[config.mk]
export PLATFORM = sky130hd
export DESIGN_NAME = tiny_alu_mc
export DESIGN_NICKNAME = d
export VERILOG_FILES = /design/src/rtl/tiny_alu_mc.sv
export SDC_FILE = /design/constraint.sdc
export NUM_CORES = 1
export LEC_CHECK = 0
export ABC_AREA = 1
export BUFFER_PORTS_ARGS = -buffer_cell sky130_fd_sc_hd__buf_4
export CORE_MARGIN = 2
export CORE_UTILIZATION = 55
export CTS_CLUSTER_DIAMETER = 80
export DETAILED_ROUTE_END_ITERATION = 10
export PLACE_DENSITY = 0.8
export SLEW_MARGIN = 0
export SYNTH_ARGS = -nofsm -noshare
export SYNTH_HDL_FRONTEND = slang
export SYNTH_SLANG_ARGS = --single-unit
[constraint.sdc]
create_clock -name clk_i -period 4.4 [get_ports clk_i]
set_input_delay 0.88 -clock clk_i [delete_from_list [all_inputs] [get_ports clk_i]]
set_output_delay 0.88 -clock clk_i [all_outputs]
set_load 0.05 [all_outputs]
[src/rtl/tiny_alu_mc.sv]
// tiny_alu_mc: small ALU with a start/busy/done handshake.
// Single-cycle logic/add/sub operations issue back-to-back. MUL runs as a
// shift-add sequence over DATA_WIDTH clocks, during which busy_o is high and
// new requests are ignored. All outputs come straight from registers.
module tiny_alu_mc #(
    parameter int DATA_WIDTH  = 8,
    parameter int OPCODE_BITS = 3
) (
    input  logic                      clk_i,
    input  logic                      reset_n_i,
    input  logic [DATA_WIDTH-1:0]     a_i,
    input  logic [DATA_WIDTH-1:0]     b_i,
    input  logic [OPCODE_BITS-1:0]    opcode_i,
    input  logic                      start_i,
    output logic                      busy_o,
    output logic [2*DATA_WIDTH-1:0]   result_o,
    output logic                      done_o,
    output logic                      err_o
);

    localparam int RW = 2 * DATA_WIDTH;
    localparam int CW = (DATA_WIDTH > 2) ? $clog2(DATA_WIDTH) : 1;

    localparam logic [2:0] OP_NOP = 3'd0;
    localparam logic [2:0] OP_ADD = 3'd1;
    localparam logic [2:0] OP_AND = 3'd2;
    localparam logic [2:0] OP_XOR = 3'd3;
    localparam logic [2:0] OP_MUL = 3'd4;
    localparam logic [2:0] OP_OR  = 3'd5;
    localparam logic [2:0] OP_SUB = 3'd6;

    typedef enum logic [0:0] {
        ST_IDLE = 1'b0,
        ST_MUL  = 1'b1
    } state_e;

    state_e          state_q, state_d;
    logic [RW-1:0]   mcand_q, mcand_d;    // multiplicand, shifted left once per iteration
    logic [DATA_WIDTH-1:0] mplier_q, mplier_d; // multiplier, shifted right once per iteration
    logic [RW-1:0]   acc_q, acc_d;
    logic [CW-1:0]   cnt_q, cnt_d;        // iterations left after the current one
    logic [RW-1:0]   result_q, result_d;
    logic            done_q, done_d;
    logic            err_q, err_d;

    logic [RW-1:0]   a_ext_s;
    logic [RW-1:0]   b_ext_s;
    logic            invalid_s;

    // Partial product for one shift-add step: the shifted multiplicand when
    // the current multiplier bit is set, otherwise zero.
    function automatic logic [RW-1:0] partial_product(
        input logic [RW-1:0] mcand,
        input logic          bit_set
    );
        logic [RW-1:0] pp;
        if (bit_set) begin
            pp = mcand;
        end else begin
            pp = '0;
        end
        return pp;
    endfunction

    assign a_ext_s   = {{DATA_WIDTH{1'b0}}, a_i};
    assign b_ext_s   = {{DATA_WIDTH{1'b0}}, b_i};
    // Anything above 6 is invalid: opcode 7, or any nonzero bit above [2:0].
    assign invalid_s = (opcode_i > OPCODE_BITS'(6));

    // Next-state, datapath and completion logic for IDLE and MUL.
    always_comb begin
        state_d  = state_q;
        mcand_d  = mcand_q;
        mplier_d = mplier_q;
        acc_d    = acc_q;
        cnt_d    = cnt_q;
        result_d = result_q;
        err_d    = err_q;
        done_d   = 1'b0;

        case (state_q)
            ST_IDLE: begin
                if (start_i) begin
                    if (invalid_s) begin
                        result_d = '0;
                        err_d    = 1'b1;
                        done_d   = 1'b1;
                    end else begin
                        case (opcode_i[2:0])
                            OP_NOP: begin
                                err_d  = 1'b0;
                                done_d = 1'b1;
                            end
                            OP_ADD: begin
                                result_d = a_ext_s + b_ext_s;
                                err_d    = 1'b0;
                                done_d   = 1'b1;
                            end
                            OP_AND: begin
                                result_d = a_ext_s & b_ext_s;
                                err_d    = 1'b0;
                                done_d   = 1'b1;
                            end
                            OP_XOR: begin
                                result_d = a_ext_s ^ b_ext_s;
                                err_d    = 1'b0;
                                done_d   = 1'b1;
                            end
                            OP_OR: begin
                                result_d = a_ext_s | b_ext_s;
                                err_d    = 1'b0;
                                done_d   = 1'b1;
                            end
                            OP_SUB: begin
                                // 2W-bit wraparound gives the sign-extended difference.
                                result_d = a_ext_s - b_ext_s;
                                err_d    = 1'b0;
                                done_d   = 1'b1;
                            end
                            OP_MUL: begin
                                // The accepting edge already folds in multiplier bit 0,
                                // so DATA_WIDTH-1 more edges finish the product.
                                acc_d    = partial_product(a_ext_s, b_i[0]);
                                mcand_d  = a_ext_s << 1;
                                mplier_d = b_i >> 1;
                                cnt_d    = CW'(DATA_WIDTH - 2);
                                state_d  = ST_MUL;
                            end
                            default: begin
                                result_d = '0;
                                err_d    = 1'b1;
                                done_d   = 1'b1;
                            end
                        endcase
                    end
                end else begin
                    done_d = 1'b0;
                end
            end
            ST_MUL: begin
                if (cnt_q == '0) begin
                    result_d = acc_q + partial_product(mcand_q, mplier_q[0]);
                    err_d    = 1'b0;
                    done_d   = 1'b1;
                    state_d  = ST_IDLE;
                end else begin
                    acc_d    = acc_q + partial_product(mcand_q, mplier_q[0]);
                    mcand_d  = mcand_q << 1;
                    mplier_d = mplier_q >> 1;
                    cnt_d    = cnt_q - CW'(1);
                end
            end
            default: begin
                state_d = ST_IDLE;
            end
        endcase
    end

    // State and datapath registers; reset clears everything, aborting any MUL.
    always_ff @(posedge clk_i or negedge reset_n_i) begin
        if (!reset_n_i) begin
            state_q  <= ST_IDLE;
            mcand_q  <= '0;
            mplier_q <= '0;
            acc_q    <= '0;
            cnt_q    <= '0;
            result_q <= '0;
            done_q   <= 1'b0;
            err_q    <= 1'b0;
        end else begin
            state_q  <= state_d;
            mcand_q  <= mcand_d;
            mplier_q <= mplier_d;
            acc_q    <= acc_d;
            cnt_q    <= cnt_d;
            result_q <= result_d;
            done_q   <= done_d;
            err_q    <= err_d;
        end
    end

    assign busy_o   = (state_q == ST_MUL);
    assign result_o = result_q;
    assign done_o   = done_q;
    assign err_o    = err_q;

endmodule
==> run metrics, run 1 <==
pin count of the biggest net entering global routing=61; register area share after synthesis=0.324; Yosys reg bits=60; period utilisation layout=0.599; Critical Path Max Stage Delay=0.44 ns; Synth top cells by count=nand2_1 (156), inv_1 (89), nor2_1 (64); Net Count, Synth=between 700 and 800; worst setup margin=about 1.8 ns; Antenna Cells=0; EDFF count, synth=0; Port-buffer cells=40; Synth cell types=41; asr flop ratio synth=1.00; HP Class=flop to flop; share of the synthesized area in the top cell type=0.324; post-CTS sizing=0; vias in the first global route=4312; vias per cell=5.74; clock skew=0.00882 ns; Routed WL=12.4 mm; non-filler instance count after layout=794; CP arrival=2.86 ns; fmax=approximately 0.38 GHz; CTS H-tree depth=3; clock root buffer=clkbuf_8; fill count=741; RSZ-0062 raised after global routing=no; Antenna Nets Post-Route=0; core area=0.00818 mm²; initial core utilization=0.567; Pins Over Slew Limit=0; critical path, cell by cell=buf_4 -> inv_2 -> nand2_1 -> inv_1 -> nand2_4 -> nand2_4 -> inv_2 -> a31oi_1 -> a21oi_1; initial antenna violation count=0; worst skew pair latency=0.35 ns; Setup TNS=0 ns; critical path's slowest cell=inv_2; routed len/inst=approximately 16 µm; Synthesis Warnings=0; Top Ports=41; Die Width=95.8 µm; overall power=between 3000 and 4000 µW; DR iter-0 viols=393; Critical Path Sink Type=flop; # rows=33; placed cells=778; dpl hpwl=9.27 mm; post-synthesis cell area=0.00463 mm²; CP required=4.62 ns; share of cells above drive strength 1=0.110; CTS tree=built; Hold Buf Count CTS=0; status=complete, no violations; Setup Fix Bufs, Post-CTS=0; vias=4555; power density cells=677 mW/mm²; Avg Cell Area, Syn=7.08 µm²; clock buffer count from CTS=9; GRT Total Usage=0.292; Max Cap Viol=0; Area Growth Syn to Fin=10.8%; gp weighted congestion=about 0.94; post-synth top area cell=dfrtp_1; synthesized instance count=654; leak pwr=~0.0027 µW; Fin. Hold Viols=0; Reg clk slew, reported paths=0.07 ns; Crit Path Class=flop to flop; dpl ws=1.75 ns; top-count cell post-synth=nand2_1; die height=95.8 µm; GRT overflow=0; peak supply drop=0.000273 V; die area=0.00917 mm²; Sink Count=60; fin crit period=around 2.6 ns; drt pass-1 iters=5; slew margin rel.=0.487; ranking of synthesized cells by area=dfrtp_1 (32%), nand2_1 (13%), ha_1 (11%); clk buf depth=2; drt drc=0; Setup violations, final=0; Layout Nets=750; crit path max fanout=50; first-pass GRT wire length=20.6 mm; Main synth FF type=dfrtp_1; slew at the pin closest to its max-slew limit=just under 0.8 ns; Startpoint Class=flop
-- sequential cells by signal (all words and copies together), names as in the netlist --
name / flops
mplier_q: 7
done_o: 1
busy_o: 1
acc_q: 16
mcand_q: 15
cnt_q: 3
err_o: 1
result_o: 16
-- per-layer routing --
| layer | up-vias | track usage | part of all wire |
|---|---|---|---|
| met5 | - | 0 | 0 |
| met2 | 186 | 0.491 | 0.49 |
| met4 | 0 | 0.152 | 0.041 |
| li1 | 2204 | - | - |
| met3 | 44 | 0.0337 | 0.059 |
| met1 | 2121 | 0.370 | 0.41 |
-- area by class of cell --
class,count,area [µm²],area share
Multi-Input combinational cell,476,2650,0.516
Sequential cell,60,1500,0.293
Inverter,96,360,0.0702
Timing Repair Buffer,41,308,0.0600
Clock buffer,11,131,0.0256
Tap cell,105,131,0.0256
Clock inverter,5,52.6,0.0102
-- cells in the final DEF (no fill, tap or decap), types with 3 or more instances in the layout --
master / netlist / final
nand3b_1: 5 / 5
a21oi_1: 40 / 40
nor2_2: 3 / 3
nand4_1: 14 / 14
inv_2: 7 / 7
o21ai_0: 30 / 30
o22ai_1: 11 / 11
ha_1: 41 / 41
nand3_1: 55 / 55
o21a_1: 4 / 4
buf_4: 1 / 41
nand2_1: 156 / 156
a31oi_1: 18 / 18
nor2_1: 64 / 64
o21ai_1: 5 / 5
clkbuf_8: 0 / 9
inv_1: 89 / 89
dfrtp_1: 60 / 60
clkinv_2: 0 / 3
fa_1: 3 / 3
-- power breakdown --
group	switching, µW	internal [µW]
clock network	228	259
registers	164	798
logic	1390	637
-- through the flow --
stage | util | hold slack, ns | area (µm²)
after floorplan | - | 0.445 | 4630
after global placement | 0.605 | 0.464 | 4950
after global routing | 0.628 | 0.517 | 5130
after detailed placement | 0.605 | 0.475 | 4950
final | 0.628 | 0.489 | 5130
after CTS | 0.628 | 0.491 | 5130
-- critical path, delay by kind of cell (launching register included) --
family	cells	cell delay, ns
AOI/OAI and AO/OA	2	0.31
buffers and inverters	4	1.16
DFF	1	0.36
and+or+nand+nor	3	0.65
-- kinds of logic after synthesis --
family                     synth area share
adders and majority gates             0.124
and+or+nand+nor                       0.290
AOI/OAI and AO/OA                     0.154
DFF                                   0.324
xor gates and xnor gates            0.00378
buffers and inverters                 0.105
-- worst paths after layout --
check,cells past startpoint,endpoint,start,slack [ns]
worst max-delay path,9,acc_q[6],busy_o,1.77
worst min-delay path,1,cnt_q[2],cnt_q[2],0.49
worst max register to register,9,acc_q[6],busy_o,1.77
worst min register to register,1,cnt_q[2],cnt_q[2],0.49
max in group asynchronous,1,acc_q[4],reset_n_i,3.28
min in group asynchronous,1,mcand_q[11],reset_n_i,0.58
No activity file was read; power rests on OpenSTA's default activity.
==> inputs of run 2 (changes only) <==
==> constraint.sdc (replaced) <==
create_clock -name clk_i -period 2.45 [get_ports clk_i]
set_input_delay 0.49 -clock clk_i [delete_from_list [all_inputs] [get_ports clk_i]]
set_output_delay 0.49 -clock clk_i [all_outputs]
set_load 0.05 [all_outputs]
==> run metrics, run 2 (same netlist as run 1, synthesis figures left out) <==
status=complete, no violations; Setup Fix Bufs, Post-CTS=0; initial antenna violation count=0; Net Switching=3230 µW; clock root buffer=clkbuf_8; vias in the first global route=4338; clock skew=0.00670 ns; slew margin rel.=0.494; Worst Path Buf+Inv=3; Sink Count=60; vias=4494; Startpoint Class=flop; worst setup path start=mplier_q[0]; critical path's slowest cell=dfrtp_1; Routed WL=~12 mm; met1 usage=0.356; overall power=around 6300 µW; sequential fraction of design power=0.273; Critical Path Max Stage Delay=0.40 ns; Pins Over Slew Limit=0; CP required=2.71 ns; initial core utilization=0.567; CP endpoint=result_o[10]; HP Class=primary input to async pin; Antenna Cells=0; fin crit period=2.24 ns; slew at the pin closest to its max-slew limit=0.760 ns; combinational power share=0.584; worst hold slack=0.199 ns; clk buf depth=2; CP arrival=2.51 ns; GRT overflow=0; Setup TNS=0 ns; die area=0.00917 mm²; drt pass-1 iters=5; GRT busiest layer=met2; GRT Total Usage=0.285; P_int=3100 µW; gp weighted congestion=0.996; leak pwr=0.00274 µW; Worst R2R End=result_o[10]; routed len/inst=~15 µm; dpl hpwl=between 9 and 10 mm; commonest non-fill, non-tap cell in the layout=nand2_1; peak supply drop=0.000531 V; RSZ-0062 raised after global routing=no; drt drc=0; clock buffer count from CTS=9; Critical Path Sink Type=flop; die height=95.8 µm; # rows=33; Area Growth Syn to Fin=12.1%; Antenna Nets Post-Route=0; first-pass GRT wire length=20.0 mm; CTS H-tree depth=3; Reg-to-Reg Start=mplier_q[0]; Port-buffer cells=40; Clock power frac=0.144; switching part of the total power=0.510; period utilisation layout=0.915; crit path max fanout=14; vias per cell=5.62; worst skew pair latency=0.34 ns; Layout Nets=755; Fin. Hold Viols=0; Setup violations, final=0; Final Util=0.635; CTS tree=built; fmax=0.446 GHz; commonest non-fill, non-tap cells in the layout=nand2_1 (156), inv_1 (89), nor2_1 (64); reg2reg path depth=11; core area=a little over 0.008 mm²; Die Width=95.8 µm; Crit Path Class=flop to flop; Reg clk slew, reported paths=0.07 ns; share of cells above drive strength 1=0.122; crit-path leading delay family=compound AO/OA/AOI/OAI gates; met3 Use GR=0.0407; DR iter-0 viols=between 200 and 300; grt met2 use=0.480; worst reg-to-reg setup slack=0.21 ns; power density cells=1220 mW/mm²; critical path, cell by cell=buf_4 -> nand2_1 -> inv_1 -> ha_1 -> a21oi_1 -> inv_1 -> o21ai_0 -> nand3_1 -> nand2_1 -> nand3_1 -> a21oi_1; WP depth=11; Max Cap Viol=0; Top Ports=41; pin count of the biggest net entering global routing=61
## run 2: how the worst min path moves through the flow
stage / from / depth (start not counted) / end
global placement: cnt_q[2] / 1 / cnt_q[2]
global route: reset_n_i / 1 / cnt_q[1]
detailed placement: cnt_q[2] / 1 / cnt_q[2]
CTS: reset_n_i / 1 / result_o[1]
floorplan: reset_n_i / 0 / acc_q[0]
finish: reset_n_i / 1 / mcand_q[12]
## run 2: metrics by stage
step	cell area, µm²	worst slack, ns	std cells
after floorplan	4630	0.110	654
after global placement	4990	0.259	783
after detailed placement	4990	0.188	783
after CTS	5190	0.215	799
after global routing	5190	0.0424	799
final	5190	0.208	799
## run 2: worst register-to-register path: stages (launching register included)
cell	delay, ns
dfrtp_1	0.40
buf_4	0.19
nand2_1	0.08
inv_1	0.04
ha_1	0.35
a21oi_1	0.30
inv_1	0.06
o21ai_0	0.24
nand3_1	0.10
nand2_1	0.07
nand3_1	0.13
a21oi_1	0.21
## run 2: power groups by stage
stage	sequential, µW	combinational (µW)	clock [µW]
5_1_grt	1780	4120	972
2_1_floorplan	2180	2290	0
3_5_place_dp	1740	3650	0
6_report	1730	3690	909
3_3_place_gp	1730	3580	0
4_1_cts	1730	3670	915
## run 2: final cells by class
cell class                      count  area, µm²
Fill cell                         779       2980
Sequential cell                    60       1500
Multi-Input combinational cell    476       2660
Clock inverter                      7       76.3
Tap cell                          105        131
Clock buffer                        9        124
Timing Repair Buffer               46        345
Inverter                           96        360
## run 2: what timing repair did
action | in CTS | in global routing
resized for setup | 0 | 2
setup endpoints to repair | 0 | 3
hold buffers | 0 | 0
## run 2: routing by layer
metal	wire (µm)	share of wire	vias to the layer above
li1	-	-	2206
met1	5060	0.42	2097
met2	5810	0.49	158
met3	608	0.051	33
met4	491	0.041	0
met5	0	0	-
==> inputs of run 3 (changes only) <==
--- a/config.mk
+++ b/config.mk
@@ -11,8 +11,10 @@
 export CORE_UTILIZATION = 55
 export CTS_CLUSTER_DIAMETER = 80
 export DETAILED_ROUTE_END_ITERATION = 10
-export PLACE_DENSITY = 0.8
+export GPL_TIMING_DRIVEN = 0
+export PLACE_DENSITY = 0.75
 export SLEW_MARGIN = 0
 export SYNTH_ARGS = -nofsm -noshare
 export SYNTH_HDL_FRONTEND = slang
 export SYNTH_SLANG_ARGS = --single-unit
+export TNS_END_PERCENT = 100
==> run metrics, run 3 (same netlist as run 1, synthesis figures left out) <==
status=complete, no violations; die height=95.8 µm; period utilisation layout=0.964; gp weighted congestion=around 0.96; Top Ports=41; fill count=795; Crit Path Class=flop to flop; worst reg-to-reg setup slack=0.09 ns; Reg clk slew, reported paths=0.08 ns; Reg-to-Reg Start=mplier_q[0]; core area=~0.0082 mm²; power density cells=1240 mW/mm²; placed cells=~800; Fin. Hold Viols=0; Hold Buf Count CTS=0; Cell Area, Placed=between 0.005 and 0.006 mm²; drt drc=0; commonest non-fill, non-tap cell in the layout=nand2_1; RSZ-0062 raised after global routing=no; Multi-input gate area=0.00266 mm²; CTS H-tree depth=3; clock root buffer=clkbuf_8; DR iter-0 viols=approximately 280; CP endpoint=result_o[15]; worst setup path start=mplier_q[0]; FF+latch area=about 0.0015 mm²; peak supply drop=just over 0.0006 V; Worst R2R End=result_o[15]; fmax=0.424 GHz; routed len/inst=16.1 µm; Die Width=95.8 µm; CP required=2.71 ns; Area Growth Syn to Fin=13.6%; Finished Cell Area=between 0.005 and 0.006 mm²; Routed WL=~13 mm; Pins Over Slew Limit=0; HP Class=primary input to async pin; drt pass-1 iters=5; worst skew pair latency=0.35 ns; GRT overflow=0; slew margin rel.=0.482; vias in the first global route=4500; reg2reg path depth=15; Critical Path Sink Type=flop; non-filler instance count after layout=815; Setup TNS=0 ns; vias=4631; vias per cell=roughly 5.7; Sink Count=60; dpl hpwl=10.0 mm; initial core utilization=0.567; share of cells above drive strength 1=0.142; die area=0.00917 mm²; Startpoint Class=flop; Antenna Nets Post-Route=0; clock buffer count from CTS=9; clock skew=0.0130 ns; slew at the pin closest to its max-slew limit=0.776 ns; GRT Total Usage=0.305; Port-buffer cells=40; initial antenna violation count=0; CP arrival=about 2.6 ns; Max Cap Viol=0; commonest non-fill, non-tap cells in the layout=nand2_1 (155), inv_1 (88), nor2_1 (64); CTS tree=built; Layout Nets=a little under 800; first-pass GRT wire length=21.4 mm; Setup violations, final=0; crit path max fanout=10; pin count of the biggest net entering global routing=61; # rows=33; Antenna Cells=0; fin crit period=between 2 and 2.5 ns; leak pwr=around 0.0028 µW; clk buf depth=2
==> run 3: metal layers <==
metal  track usage  routed length [µm]  vias up
met5             0                   0        -
li1              -                   -     2244
met4         0.135                 442        0
met3        0.0493                 795       37
met1         0.370                5480     2178
met2         0.531                6420      172
==> run 3: layout make-up <==
type | instances | area share
buffer | 21 | 0.0242
inverter | 96 | 0.0685
tap | 105 | 0.0250
timing repair buffer | 41 | 0.0585
sequential | 60 | 0.285
multi-input combinational | 476 | 0.505
clock buffer | 9 | 0.0235
clock inverter | 7 | 0.00975
==> run 3: worst max-delay path, stage by stage (launching register included) <==
cell and delay, ns:
dfrtp_2 0.43, buf_6 0.15, nand2_1 0.06, inv_1 0.06, ha_2 0.20, inv_1 0.06
fa_1 0.37, inv_2 0.10, nand3_1 0.08, nand2_2 0.12, nand2_1 0.08, nand2_1 0.10
nand3_1 0.10, nand3_1 0.11, nand3_1 0.11, a21oi_1 0.15
==> run 3: power breakdown <==
| part | switching (µW) | leakage, µW | internal, µW |
|---|---|---|---|
| combinational | 2660 | 0.00196 | 1300 |
| clock | 463 | 0.0000860 | 372 |
| sequential | 281 | 0.000728 | 1430 |
==> run 3: how the worst min path moves through the flow <==
| stage | start | to |
|---|---|---|
| after floorplan | reset_n_i | acc_q[0] |
| after global placement | cnt_q[2] | cnt_q[2] |
| after detailed placement | cnt_q[2] | cnt_q[2] |
| after CTS | reset_n_i | mcand_q[14] |
| after global routing | reset_n_i | mcand_q[12] |
| final | reset_n_i | mcand_q[14] |
==> run 3: timing repair <==
action | in CTS | in global routing
buffers inserted | 1 | 0
gates resized for setup | 3 | 9
endpoints found under the setup margin | 18 | 12
==> run 3: stage by stage <==
stage / setup WS (ns) / total power (µW) / util / hold slack (ns)
final: 0.0888 / 6510 / 0.644 / 0.213
after floorplan: 0.110 / 4470 / - / 0.194
after detailed placement: -0.400 / 5560 / 0.620 / 0.474
after global routing: 0.0123 / 7000 / 0.644 / 0.274
after global placement: -0.376 / 5440 / 0.620 / 0.460
after CTS: 0.00419 / 6420 / 0.642 / 0.245
